--- config.mk ---
export PLATFORM = sky130hd
export DESIGN_NAME = amiq_dvcon_blue_serializer
export DESIGN_NICKNAME = d
export VERILOG_FILES = /design/src/rtl/amiq_dvcon_blue_pkg.sv /design/src/rtl/amiq_dvcon_blue_fifo.sv /design/src/rtl/amiq_dvcon_blue_serializer.sv
export SDC_FILE = /design/constraint.sdc
export NUM_CORES = 1
export LEC_CHECK = 0
export BUFFER_PORTS_ARGS = -buffer_cell sky130_fd_sc_hd__buf_2
export CORE_MARGIN = 2
export CORE_UTILIZATION = 59
export CTS_CLUSTER_SIZE = 8
export DETAILED_ROUTE_END_ITERATION = 8
export GPL_TIMING_DRIVEN = 0
export PLACE_DENSITY = 0.9
export SLEW_MARGIN = 20
export SYNTH_ARGS = -nofsm -noshare
export SYNTH_HDL_FRONTEND = slang
export SYNTH_HIERARCHICAL = 1
export SYNTH_SLANG_ARGS = --single-unit
--- constraint.sdc ---
create_clock -name clk -period 13.6 [get_ports clk]
set_input_delay 2.72 -clock clk [delete_from_list [all_inputs] [get_ports clk]]
set_output_delay 2.72 -clock clk [all_outputs]
set_load 0.03 [all_outputs]
--- src/rtl/amiq_dvcon_blue_pkg.sv ---
// amiq_dvcon_blue_pkg: shared types and constants for the blue serializer
package amiq_dvcon_blue_pkg;

   localparam int DROP_CNT_W = 16;

   // field0 occupies the most significant word so {field0,field1,field2} packs directly
   typedef struct packed {
      logic [31:0] field0;
      logic [31:0] field1;
      logic [31:0] field2;
   } blue_item_t;

   typedef enum logic [1:0] {
      B0 = 2'd0,
      B1 = 2'd1,
      B2 = 2'd2
   } beat_e;

   // successor beat, B2 wraps back to B0
   function automatic beat_e next_beat(input beat_e b);
      return (b == B0) ? B1 : (b == B1) ? B2 : B0;
   endfunction

endpackage

--- src/rtl/amiq_dvcon_blue_fifo.sv ---
// amiq_dvcon_blue_fifo: circular buffer of blue transactions with first-word-fall-through head
module amiq_dvcon_blue_fifo
   import amiq_dvcon_blue_pkg::*;
#(
   parameter int DEPTH = 4
) (
   input  logic                     clk,
   input  logic                     rst,
   input  logic                     push,
   input  logic                     pop,
   input  blue_item_t               din,
   output logic                     full,
   output logic                     empty,
   output blue_item_t               head,
   output logic [$clog2(DEPTH):0]   level
);

   localparam int AW = $clog2(DEPTH);
   localparam int LW = AW + 1;

   blue_item_t    r_mem [DEPTH];
   logic [AW-1:0] r_wr;
   logic [AW-1:0] r_rd;
   logic [LW-1:0] r_level;
   logic          w_wr;
   logic          w_rd;

   // a full buffer still accepts a push when the head leaves in the same cycle
   assign w_rd  = pop & ~empty;
   assign w_wr  = push & (~full | w_rd);
   assign full  = r_level == LW'(DEPTH);
   assign empty = r_level == '0;
   assign head  = r_mem[r_rd];
   assign level = r_level;

   // storage array, contents are don't-care until written
   always_ff @(posedge clk) begin
      if (w_wr && !rst) r_mem[r_wr] <= din;
   end

   // pointers wrap naturally at the power-of-two depth
   always_ff @(posedge clk) begin
      if (rst) begin
         r_wr    <= '0;
         r_rd    <= '0;
         r_level <= '0;
      end else begin
         if (w_wr) r_wr <= r_wr + 1'b1;
         if (w_rd) r_rd <= r_rd + 1'b1;
         r_level <= r_level + LW'(w_wr) - LW'(w_rd);
      end
   end

endmodule

--- src/rtl/amiq_dvcon_blue_serializer.sv ---
// amiq_dvcon_blue_serializer: buffers 3-word blue transactions and emits them as 32-bit beats
module amiq_dvcon_blue_serializer
   import amiq_dvcon_blue_pkg::*;
#(
   parameter int DEPTH = 4
) (
   input  logic                    clk,
   input  logic                    rst,
   input  logic [31:0]             field0,
   input  logic [31:0]             field1,
   input  logic [31:0]             field2,
   input  logic                    valid,
   output logic [31:0]             out_data,
   output logic                    out_valid,
   output logic                    out_last,
   input  logic                    out_ready,
   output logic [$clog2(DEPTH):0]  level,
   output logic [DROP_CNT_W-1:0]   drop_cnt
);

   beat_e                 r_beat;
   logic [DROP_CNT_W-1:0] r_drop_cnt;
   blue_item_t            w_head;
   logic                  w_full;
   logic                  w_empty;
   logic                  w_hs;
   logic                  w_pop;
   logic                  w_drop;

   amiq_dvcon_blue_fifo #(.DEPTH(DEPTH)) u_fifo (
      .clk   (clk),
      .rst   (rst),
      .push  (valid),
      .pop   (w_pop),
      .din   ('{field0: field0, field1: field1, field2: field2}),
      .full  (w_full),
      .empty (w_empty),
      .head  (w_head),
      .level (level)
   );

   assign w_hs      = out_valid & out_ready;
   assign w_pop     = w_hs & (r_beat == B2);
   assign w_drop    = valid & w_full & ~w_pop;
   assign out_valid = ~w_empty;
   assign out_last  = ~w_empty & (r_beat == B2);
   assign drop_cnt  = r_drop_cnt;

   // beat select from the head entry, forced to zero while nothing is buffered
   always_comb begin
      out_data = w_empty ? '0 :
                 (r_beat == B0) ? w_head.field0 :
                 (r_beat == B1) ? w_head.field1 : w_head.field2;
   end

   // beat FSM advances only on an accepted beat
   always_ff @(posedge clk) begin
      if (rst) r_beat <= B0;
      else if (w_hs) r_beat <= next_beat(r_beat);
   end

   // saturating count of transactions lost to a full buffer
   always_ff @(posedge clk) begin
      if (rst) r_drop_cnt <= '0;
      else if (w_drop && r_drop_cnt != '1) r_drop_cnt <= r_drop_cnt + 1'b1;
   end

endmodule

==> results.yml <==
die:
  die_area_um2: 28500
  die_y_um: 169
  initial_utilization_pct: 59.8
  core_um2: 26800
  die_w_um: 169
  rows: 60
  io_pins: 153
status:
  status: "complete, no violations"
grt:
  grt_overflow: 0
  grt_pass1_wl_um: 53200
  grt_max_degree: 15
  grt_pass1_vias: 9188
  grt_antenna_before_repair: 11
  grt.total_usage_pct: 25.3
synth:
  yosysWarnings: 6
  syn_inst: 803
  synth_nets: 910
  ys_top_cells_by_area: "edfxtp_1 72%, mux4_2 13%, dfxtp_1 3.4%"
  async_reset_ff_share_pct: 0
  syn-cell-area_um2: 16000
  synth_top_area_share_pct: 72.0
  synth_edf_count: 384
  ys_types: 42
  yosysSeqAreaShare_pct: 75.4
  synth_commonest_cells: "384 x edfxtp_1, 96 x mux4_2, 78 x nor2_1, 44 x a21oi_1, 35 x mux2i_1"
  synth_area_per_cell_um2: 19.9
  synth-seq-cells: 411
  yosysMostFrequentCell: "edfxtp_1"
  synth_top_area_cell: "edfxtp_1"
  ys.flop_type: "edfxtp_1"
timing:
  worst_slack_ps: 7820
  min_period_over_period_pct: 42.5
  tightest_slew_ps: 1050
  slew_violations: 0
  fmax_ghz: 0.173
  setup_viol: 0
  slew_headroom_pct: 29.9
  skew_ps: 31.6
  tns_ps: 0
  min_period_ps: 5780
  rsz0062_at_grt: "no"
  finalHoldViolations: 0
drt:
  viasPerCell: 6.18
  antenna_left: 0
  routed_wl_um: 35600
  vias: 8810
  first_pass_iters: 5
  drc: 0
  first_iter_violations: 843
  wl_per_cell_um: 25.0
cts:
  clk_latency_ps: 560
  ctsResizeCount: 0
  cts_num_sinks: 411
  cts_root_buf: "clkbuf_16"
  cts_buffers: 57
  cts_tree: "done"
  clkTransAtPathRegs_ps: 50
  cts_max_level: 2
  ctsHoldBuffers: 0
  cts.path.max_buffers: 3
  post-cts-setup-buffers: 0
power_and_ir_drop:
  total_power_mw: 3.12
  cellLeakagePower_nw: 6.52
  p_per_area_nw_per_um2: 162
  vdd_drop_max_uv: 137
setup_path:
  ff2ff_setup_slack_ps: 9260
  worstSetupPathType: "register to output pin"
  cp_data_arrival_time_ps: 3060
  worstPathMaxFanout: 10
  required_ps: 10880
  start_kind: "register"
  r2r_end: "u_fifo/r_mem[1][87]"
  r2r_cells: 11
  cp-end-kind: "output pin"
  r2r_start: "u_fifo/level[1]"
worst_hold_path:
  holdPathEnd: "drop_cnt[13]"
  hold_start: "drop_cnt[13]"
  hold_class: "register to register"
  hold_path_depth: 2
place:
  dp_worst_setup_slack_ps: 7410
  gp_congestion: 0.754
  dpl.hpwl_um: 23400
  io_buffers: 152
layout:
  nets: 1173
  area_growth_pct: 19.8
  drive_gt1_share_pct: 36.8
flow_run:
  maxCapViolCount: 0
## report_power, final
part           total [mW]  internal [mW]  switching, mW
combinational       0.432          0.145          0.287
clock                1.20          0.739          0.465
sequential           1.48           1.46         0.0217
## worst max path at each step
stage / from / to / slack (ps)
after global routing: register / out_data[21] / 7690
final: register / out_data[6] / 7820
after floorplan: out_ready / u_fifo/r_mem[0][0] / 2390
after global placement: out_ready / u_fifo/r_mem[0][49] / -2910
after detailed placement: out_ready / u_fifo/r_mem[1][81] / 7410
after CTS: register / out_data[6] / 7840
## critical path, cell delays in order (launching register included)
cell,delay [ps]
dfxtp_1,310
clkbuf_1,290
buf_2,380
buf_2,390
mux4_2,380
mux2i_1,200
nor2_1,80
a21oi_1,230
nor2_1,60
buf_2,190
## through the flow
stage | instance area [um2] | utilization (%) | hold WS, ps | cells
floorplan | 16000 | - | 481 | 803
global placement | 17200 | 64.2 | 492 | 1296
detailed placement | 17700 | 66.0 | 504 | 1348
CTS | 19200 | 71.6 | 512 | 1418
global route | 19200 | 71.6 | 527 | 1423
finish | 19200 | 71.6 | 511 | 1426
## layer usage
layer  part of all wire [%]  global-route usage, %  up-vias
met3                    6.5                   5.33       70
met5                   0.15                      0        -
met2                     53                   43.3      376
met1                     39                   33.1     4560
li1                       -                      -     3796
met4                    2.3                   8.13        8
## registers in the layout (all words and copies together) (netlist names), named ones only
signal / flops
u_fifo/r_mem: 384
drop_cnt: 16
u_fifo/level: 3
r_beat: 2
u_fifo/r_rd: 2
u_fifo/r_wr: 2
## placed cells by master, fill, tap and decap left out, types with 21 or more instances in the layout
cell / netlist / final
a21oi_1: 44 / 44
buf_2: 14 / 166
buf_4: 4 / 37
buf_6: 2 / 21
clkbuf_1: 19 / 29
clkbuf_16: 0 / 57
dfxtp_1: 27 / 27
edfxtp_1: 384 / 384
mux2i_1: 35 / 35
mux4_2: 96 / 96
nor2_1: 78 / 78
## layout make-up
type / instances / area, um2
clock inverters: 3 / 25.0
plain buffers: 44 / 213
clock buffers: 67 / 1460
inverters: 6 / 22.5
flip-flops and latches: 411 / 12100
repair buffers: 204 / 1220
well taps: 341 / 427
diodes: 8 / 20.0
fillers: 1601 / 7600
multi-input cells: 342 / 3730
## kinds of logic (layout without fill, tap and decap cells)
logic type | after synthesis | after routing | synth area share, %
DFF | 411 | 411 | 75.4
muxes | 135 | 135 | 16.0
and+or+nand+nor | 135 | 135 | 4.22
AOI/OAI and AO/OA | 61 | 61 | 2.15
buffers and inverters | 50 | 324 | 1.47
adders and majority gates | 7 | 7 | 0.594
xor gates and xnor gates | 4 | 4 | 0.219
other | 0 | 8 | 0
No activity file was read; power rests on OpenSTA's default activity.
